File: src/rtl/flp_align_sched.sv
// Round-robin scheduler feeding one shared FP exponent aligner (flp_align) from two requesters.
// Optional accepted-request counters are enabled with FLP_ALIGN_SCHED_STATS_EN.

module flp_align #(
   parameter int EWIDTH  = 8,
   parameter int SWIDTH  = 23,
   parameter int RSWIDTH = 2
) (
   input  logic [SWIDTH:0]         sg1,
   input  logic [SWIDTH:0]         sg2,
   input  logic [EWIDTH-1:0]       ex1,
   input  logic [EWIDTH-1:0]       ex2,
   output logic [SWIDTH+RSWIDTH:0] al1,
   output logic [SWIDTH+RSWIDTH:0] al2,
   output logic [EWIDTH-1:0]       ex
);
   logic [SWIDTH+RSWIDTH:0] ext1, ext2;
   logic [EWIDTH-1:0]       diff;

   assign ext1 = {sg1, {RSWIDTH{1'b0}}};
   assign ext2 = {sg2, {RSWIDTH{1'b0}}};

   // The smaller operand shifts right; shift amounts past the width flush it to zero.
   always_comb begin
      diff = '0;
      al1  = ext1;
      al2  = ext2;
      ex   = ex1;
      if (ex1 >= ex2) begin
         diff = ex1 - ex2;
         al2  = ext2 >> diff;
      end else begin
         diff = ex2 - ex1;
         al1  = ext1 >> diff;
         ex   = ex2;
      end
   end
endmodule

module flp_align_sched #(
   parameter int EWIDTH  = 8,
   parameter int SWIDTH  = 23,
   parameter int RSWIDTH = 2,
   parameter int CWIDTH  = 16
) (
   input  logic                    clk,
   input  logic                    rst,
   input  logic [SWIDTH:0]         i_sg1_0,
   input  logic [SWIDTH:0]         i_sg2_0,
   input  logic [EWIDTH-1:0]       i_ex1_0,
   input  logic [EWIDTH-1:0]       i_ex2_0,
   input  logic                    i_valid_0,
   output logic                    o_ready_0,
   input  logic [SWIDTH:0]         i_sg1_1,
   input  logic [SWIDTH:0]         i_sg2_1,
   input  logic [EWIDTH-1:0]       i_ex1_1,
   input  logic [EWIDTH-1:0]       i_ex2_1,
   input  logic                    i_valid_1,
   output logic                    o_ready_1,
   output logic [SWIDTH+RSWIDTH:0] o_sg1,
   output logic [SWIDTH+RSWIDTH:0] o_sg2,
   output logic [EWIDTH-1:0]       o_ex,
   output logic                    o_tag,
   output logic                    o_valid,
   input  logic                    i_ready
`ifdef FLP_ALIGN_SCHED_STATS_EN
   ,
   output logic [CWIDTH-1:0]       o_cnt0,
   output logic [CWIDTH-1:0]       o_cnt1
`endif
);
   typedef struct packed {
      logic [SWIDTH:0]   sg1;
      logic [SWIDTH:0]   sg2;
      logic [EWIDTH-1:0] ex1;
      logic [EWIDTH-1:0] ex2;
   } op_t;

   op_t                     s1_op;
   logic                    s1_tag, s1_v;
   logic [SWIDTH+RSWIDTH:0] s2_sg1, s2_sg2;
   logic [EWIDTH-1:0]       s2_ex;
   logic                    s2_tag, s2_v;
   logic                    last;

   logic                    s1_adv, s2_adv, grant, acc0, acc1;
   logic [SWIDTH+RSWIDTH:0] al1, al2;
   logic [EWIDTH-1:0]       al_ex;

   assign s2_adv = !s2_v || i_ready;
   assign s1_adv = !s1_v || s2_adv;

   // Tie goes to the requester not granted last; otherwise the sole valid one.
   always_comb begin
      grant = 1'b0;
      if (i_valid_0 && i_valid_1) grant = !last;
      else if (i_valid_1)         grant = 1'b1;
   end

   assign o_ready_0 = !rst && s1_adv && !grant;
   assign o_ready_1 = !rst && s1_adv &&  grant;
   assign acc0      = i_valid_0 && o_ready_0;
   assign acc1      = i_valid_1 && o_ready_1;

   flp_align #(.EWIDTH(EWIDTH), .SWIDTH(SWIDTH), .RSWIDTH(RSWIDTH)) u_align (
      .sg1 (s1_op.sg1),
      .sg2 (s1_op.sg2),
      .ex1 (s1_op.ex1),
      .ex2 (s1_op.ex2),
      .al1 (al1),
      .al2 (al2),
      .ex  (al_ex)
   );

   always_ff @(posedge clk) begin
      if (rst) begin
         s1_op  <= '0;
         s1_tag <= 1'b0;
         s1_v   <= 1'b0;
         s2_sg1 <= '0;
         s2_sg2 <= '0;
         s2_ex  <= '0;
         s2_tag <= 1'b0;
         s2_v   <= 1'b0;
         last   <= 1'b1;
      end else begin
         if (s2_adv) begin
            s2_sg1 <= al1;
            s2_sg2 <= al2;
            s2_ex  <= al_ex;
            s2_tag <= s1_tag;
            s2_v   <= s1_v;
         end
         if (acc0) begin
            s1_op  <= '{sg1: i_sg1_0, sg2: i_sg2_0, ex1: i_ex1_0, ex2: i_ex2_0};
            s1_tag <= 1'b0;
            s1_v   <= 1'b1;
            last   <= 1'b0;
         end else if (acc1) begin
            s1_op  <= '{sg1: i_sg1_1, sg2: i_sg2_1, ex1: i_ex1_1, ex2: i_ex2_1};
            s1_tag <= 1'b1;
            s1_v   <= 1'b1;
            last   <= 1'b1;
         end else if (s1_adv) begin
            s1_v   <= 1'b0;
         end
      end
   end

   assign o_sg1   = s2_sg1;
   assign o_sg2   = s2_sg2;
   assign o_ex    = s2_ex;
   assign o_tag   = s2_tag;
   assign o_valid = s2_v;

`ifdef FLP_ALIGN_SCHED_STATS_EN
   always_ff @(posedge clk) begin
      if (rst) begin
         o_cnt0 <= '0;
         o_cnt1 <= '0;
      end else begin
         if (acc0) o_cnt0 <= o_cnt0 + 1'b1;
         if (acc1) o_cnt1 <= o_cnt1 + 1'b1;
      end
   end
`endif
endmodule

File: config.mk
export PLATFORM = sky130hd
export DESIGN_NAME = flp_align_sched
export DESIGN_NICKNAME = d
export VERILOG_FILES = /design/src/rtl/flp_align_sched.sv
export SDC_FILE = /design/constraint.sdc
export NUM_CORES = 1
export LEC_CHECK = 0
export CORE_MARGIN = 4
export CORE_UTILIZATION = 56
export CTS_BUF_LIST = sky130_fd_sc_hd__clkbuf_8
export DETAILED_ROUTE_END_ITERATION = 8
export PLACE_DENSITY = 0.89
export SETUP_SLACK_MARGIN = 0.2
export SYNTH_ARGS = -nofsm -noshare
export SYNTH_HDL_FRONTEND = slang
export SYNTH_SLANG_ARGS = --single-unit
File: constraint.sdc
create_clock -name clk -period 4.6 [get_ports clk]
set_input_delay 1.38 -clock clk [delete_from_list [all_inputs] [get_ports clk]]
set_output_delay 1.38 -clock clk [all_outputs]
set_load 0.01 [all_outputs]
==> impl_metrics.ini, run 1 <==
[setup_path]
critical_path.slowest_cell = clkdlybuf4s50_1
reg2reg_slack_ps = 1210
cp.arrival_ps = 2900
critPathLaunch = i_ready
r2r-start = s1_op[2]
required_ps = 3220
reg2reg_to = o_sg1[19]
critical_path_class = input port to output port
worstPathMaxFanout = 4
endpoint_kind = output port
crit_buf_inv = 2
cp_slowest_stage_delay_ps = 600
cpLargestDelayFamily = buffers and inverters
worst-r2r-cell-count = 9
worstPathCellList = clkdlybuf4s50_1 > nor2b_4 > a221oi_1 > clkdlybuf4s50_1
crit_top_cell = clkdlybuf4s50_1
crit_path_start_kind = input port
crit_cells = 4

[sta]
max_freq_mhz = 234
slew_violations = 0
timing.setup.tns_ps = 0
report.final.hold_viol_count = 0
worst_pin_slew_ps = 1060
setup_ws_ps = 321
setup-violations-final = 0
fin_skew_ps = 12.3
rsz0062_at_grt = no
fin_crit_sh = 0.930
period_needed_ps = 4280
timing.slew.headroom = 0.291

[synthesis]
ys_types = 63
netlist_area_mm2 = 0.00829
avgSynthCellArea_um2 = 7.97
synthCells = 1040
yosys_register_bits = 129
synthArstFlopShare = 0
synth_nets = 1190
synth_ff_type = dfxtp_1
yosys_warnings = 0
ys_seq_area_frac = 0.311
synth_enable_flop_cells = 0

[flow_run]
maxCapViolCount = 0

[detailed_routing]
routed-via-count = 8802
ant_nets = 0
routedWlPerCell_um = 19.7
drt-initial-drc-count = 1169
routed_wl_mm = 27.2
firstDrtPassIters = 6
drc = 0
via_per_inst = 6.36

[pwr]
p_leak_nw = 4.09
total_power_mw = 3.86
powerDensity_mw_per_mm2 = 359
peakVddDrop_mv = 0.216

[finish]
fillers = 1147
syn2layout_area_growth_pct = 29.4
post_route_cells_drive_above_1_share = 0.0975
antenna_cells = 0
ff_latch_area_mm2 = 0.00258
mostFrequentLayoutCells = clkdlybuf4s50_1 (195), nand2_1 (149), dfxtp_1 (129)
fin_nets = 1337
fin_area_mm2 = 0.0107
final_common_cell = clkdlybuf4s50_1
multi_input_area_mm2 = 0.00526

[placement]
dpl.hpwl_mm = 19.8
numPortBuffers = 196
gp_congestion = 0.983
dp_slack_ps = 317
dpl_cell_area_mm2 = 0.0103

[worst_hold_path]
hold_end = o_tag
hold_start = o_tag
hp-class = flip-flop to flip-flop
hold_depth = 2

[cts]
h-tree-depth = 4
cts-root-buf = clkbuf_8
cts_tree = done
worstSkewPairLatency_ps = 470
cts_hold_buf = 0
clk_pin_slew_ps = 80
clock_sinks = 129
numCtsBuffers = 17
clockBufferDepth = 2
cts.repair.resized = 0
post_cts_buffers = 0

[global_routing]
grt_pass1_vias = 7992
grt_max_degree = 85
grt_pass1_wl_mm = 42.2
antenna_found_initial = 1
grt_overflow = 0
grt_usage = 0.318

[die]
design.core.area_mm2 = 0.0145
pin_count = 197
initial_utilization = 0.571
die_h_um = 130
dieArea_mm2 = 0.0168
fp.dieW_um = 130
rows = 44

[status]
status = finished clean
## Yosys cell counts (all sizes together), types with 3 or more instances
| cell | instances | area (µm²) |
|---|---|---|
| a211oi | 21 | 158 |
| a21oi | 112 | 568 |
| a221oi | 26 | 228 |
| a22oi | 65 | 488 |
| a311oi | 14 | 123 |
| a31oi | 3 | 18.8 |
| a32oi | 6 | 52.6 |
| and2 | 9 | 56.3 |
| and3 | 10 | 62.6 |
| buf | 35 | 188 |
| clkbuf | 57 | 214 |
| dfxtp | 129 | 2580 |
| ha | 15 | 188 |
| inv | 24 | 90.1 |
| mux2 | 26 | 293 |
| mux2i | 49 | 490 |
| mux4 | 15 | 338 |
| nand2 | 149 | 559 |
| nand2b | 9 | 56.3 |
| nand3 | 19 | 100 |
| nand3b | 4 | 30.0 |
| nand4 | 3 | 18.8 |
| nor2 | 95 | 357 |
| nor2b | 6 | 37.5 |
| nor3 | 29 | 161 |
| nor3b | 4 | 30.0 |
| nor4 | 5 | 67.6 |
| o2111ai | 3 | 26.3 |
| o211ai | 10 | 75.1 |
| o21ai | 40 | 200 |
| o22ai | 8 | 50.1 |
| o31ai | 4 | 30.0 |
| o32ai | 3 | 26.3 |
| xnor2 | 8 | 77.6 |
| xor2 | 6 | 60.1 |
## worst max path at each step
stage	endpoint
2_1_floorplan	o_ready_1
3_3_place_gp	o_ready_0
3_5_place_dp	o_ready_0
4_1_cts	o_ready_0
5_1_grt	o_ready_0
6_report	o_ready_0
## power by group
group          internal, mW  switching, mW  total [mW]
clock                 0.542          0.500        1.04
combinational         0.628          0.899        1.53
sequential             1.20         0.0917        1.29
total                  2.37           1.49        3.86
## worst reg2reg max path: stages (launching register included)
cell and delay (ps):
dfxtp_1 410, inv_1 70, ha_1 500, nand2b_1 190
a21oi_1 130, xnor2_1 770, nand2_1 270, nor4_4 500
a221oi_1 250, nor3_1 230
## metrics by stage
step,hold slack (ps),util,cells
finish,462,0.738,1384
detailed placement,453,0.710,1352
global route,494,0.738,1384
global placement,440,0.710,1352
floorplan,437,-,1040
CTS,466,0.738,1384
## cell type report
type,instances,area share
Clock inverter,15,0.0169
Sequential cell,129,0.241
Timing Repair Buffer,220,0.201
Clock buffer,17,0.0218
Multi-Input combinational cell,795,0.490
Tap cell,184,0.0215
Inverter,24,0.00840
## cell families (layout without fill, tap and decap cells)
logic type               count (synthesis)  after routing  share of synthesized area
AND/OR/NAND/NOR                        346            346                      0.189
AO/OA/AOI/OAI                          328            328                      0.261
flip-flops                             129            129                      0.311
buffers and inverters                  116            276                     0.0593
multiplexers                            90             90                      0.135
adder cells (fa/ha/maj)                 17             17                     0.0275
XOR/XNOR                                14             14                     0.0166
## routing by layer
layer	routed length, µm	part of all wire	global-route usage	vias to the layer above
met5	10	0.00037	0	-
met4	666	0.024	0.110	2
met3	3170	0.12	0.0816	66
met2	12000	0.44	0.470	518
met1	11300	0.42	0.453	4092
li1	-	-	-	4124
## state kept, by name (all words and copies together), names as in the netlist
name / count
o_sg2: 26
o_ex: 8
s1_tag: 1
s1_op: 64
s1_v: 1
o_sg1: 26
o_tag: 1
o_valid: 1
last: 1
(Power assumes the default switching activity.)
==> run 2, diff against run 1 <==
Settings changed: CORE_UTILIZATION 56 to 58, SYNTH_HIERARCHICAL from default to 1.
==> run 2 against run 1 <==
  * Routed wire length grew 5.9%
  * Die area grew 8.0%
  * Area after synthesis grew 12%
  * Worst setup slack lost 37 ps
  * Largest power group unchanged
==> impl_metrics.ini, run 2 <==
[flow_run]
maxCapViolCount = 0

[die]
pin_count = 197
die_h_um = 135
dieArea_mm2 = 0.0182
fp.dieW_um = 135
rows = 46
design.core.area_mm2 = 0.0158
initial_utilization = 0.589

[sta]
period_needed_ps = 4320
timing.setup.tns_ps = 0
max_freq_mhz = 232
fin_crit_sh = 0.938
slew_violations = 0
fin_skew_ps = 11.4
timing.slew.headroom = 0.342
worst_pin_slew_ps = 988
rsz0062_at_grt = no
report.final.hold_viol_count = 0
setup-violations-final = 0
whs_ps = 449

[setup_path]
cp.arrival_ps = 2940
endpoint_kind = output port
reg2reg_slack_ps = 800
required_ps = 3220
crit_path_start_kind = input port
critical_path_class = input port to output port
worstPathMaxFanout = 6

[placement]
numPortBuffers = 196
dpl.hpwl_mm = 20.3
gp_congestion = 0.968

[cts]
clk_pin_slew_ps = 70
worstSkewPairLatency_ps = 460
clockBufferDepth = 2
post_cts_buffers = 0
cts_hold_buf = 0
h-tree-depth = 4
cts_tree = done
clock_sinks = 129
numCtsBuffers = 17
cts.repair.resized = 1
cts-root-buf = clkbuf_8

[synthesis]
synthTopCellsByCount = nand2_1 (211), a21oi_1 (157), dfxtp_1 (129), a221o_1 (65), mux2i_1 (49)
synthCells = 1100
synth_area_leaders = dfxtp_1 (28%), nand2_1 (8.5%), a21oi_1 (8.4%), a221o_1 (7.0%), mux4_2 (6.0%)
yosys_register_bits = 129
yosysTopAreaCellShare = 0.277
ys_types = 80
ys_seq_area_frac = 0.277
yosys.area.top_type = dfxtp_1
synth_ff_type = dfxtp_1
synthArstFlopShare = 0
avgSynthCellArea_um2 = 8.47
yosys_warnings = 6
netlist_area_mm2 = 0.00932
synth_enable_flop_cells = 0
synth_nets = 1250
synth.most_common_cell = nand2_1

[finish]
multi_input_area_mm2 = 0.00599
mostFrequentLayoutCells = nand2_1 (211), clkdlybuf4s50_1 (194), a21oi_1 (157)
fin_nets = 1389
antenna_cells = 0
largest_register = s1_op
syn2layout_area_growth_pct = 22.9
largest_reg_flops = 64
fillers = 1212
final_common_cell = nand2_1
fin_util = 0.723
ff_latch_area_mm2 = 0.00258
post_route_cells_drive_above_1_share = 0.143

[global_routing]
grt_overflow = 0
grt_usage = 0.312
grt_pass1_wl_mm = 45.7
antenna_found_initial = 0
grt_pass1_vias = 8712
grt_max_degree = 67

[pwr]
intPower_mw = 2.52
p_sw_mw = 1.61
p_clk_frac = 0.227
power_frac_seq = 0.321
switching_share = 0.391
p_leak_nw = 4.18
peakVddDrop_mv = 0.220
powerDensity_mw_per_mm2 = 361
p_comb_frac = 0.452

[detailed_routing]
drc = 0
drt-initial-drc-count = 1267
routed-via-count = 9224
routedWlPerCell_um = 19.7
firstDrtPassIters = 7
via_per_inst = 6.30
ant_nets = 0
routed_wl_mm = 28.8

[worst_hold_path]
hp-class = flip-flop to flip-flop

[status]
status = finished clean
## run 2: cell count changes in the layout (fill, tap and decap cells not counted), sizes merged, moves of 11 or more
cell | previous run | this run
a22oi | 65 | 3
nand2 | 149 | 213
a21oi | 112 | 161
a22o | 1 | 17
a211oi | 21 | 9
mux2 | 26 | 10
a221o | 2 | 65
nor3 | 29 | 10
or2b | 0 | 22
nand3 | 19 | 8
a221oi | 26 | 0
nand2b | 9 | 46
nor2 | 95 | 39
## run 2: critical path: stages
cell and delay [ps]:
clkdlybuf4s50_1 510, and3b_1 300, nor3_1 170, clkdlybuf4s50_1 570
## run 2: cell families after synthesis
kind of cell / Yosys count / synth area share
and+or+nand+nor: 379 / 0.211
AOI/OAI and AO/OA: 353 / 0.269
DFF: 129 / 0.277
buffers and inverters: 126 / 0.0827
muxes: 84 / 0.125
adders and majority gates: 17 / 0.0244
xor gates and xnor gates: 12 / 0.0113
## run 2: power by group through the flow
stage | Sequential (mW) | Clock, mW | Combinational (mW)
after floorplan | 1.32 | 0 | 1.31
after global placement | 1.34 | 0 | 1.78
after detailed placement | 1.35 | 0 | 1.81
after CTS | 1.32 | 0.943 | 1.82
after global routing | 1.34 | 0.990 | 2.01
final | 1.33 | 0.937 | 1.87
## run 2: per-layer routing
layer | vias up | wire length (µm) | track usage
li1 | 4277 | - | -
met1 | 4331 | 12400 | 0.443
met2 | 556 | 12700 | 0.465
met3 | 60 | 3100 | 0.0838
met4 | 0 | 600 | 0.0945
met5 | - | 0 | 0
## run 2: path summary, 6_finish.rpt
path | start | end | cells after the start
min | o_sg1[24] | o_sg1[24] | 2
max | i_ready | o_ready_0 | 4
min reg2reg | o_sg1[24] | o_sg1[24] | 2
max reg2reg | s1_op[8] | o_sg1[10] | 12
## run 2: area by class of cell
class                      count  share of cell area
timing repair buffer         219               0.186
clock buffer                  23              0.0277
clock inverter                 6             0.00492
multi-input combinational    845               0.523
tap                          216              0.0236
sequential                   129               0.226
inverter                      27             0.00885
## run 2: per-stage QoR
step | power (mW) | std cells | setup WS (ps) | instance area (µm²)
global placement | 3.12 | 1436 | 240 | 11100
floorplan | 2.64 | 1100 | 1050 | 9320
CTS | 4.08 | 1465 | 298 | 11400
detailed placement | 3.15 | 1436 | 191 | 11100
global route | 4.33 | 1465 | 225 | 11400
finish | 4.13 | 1465 | 284 | 11400
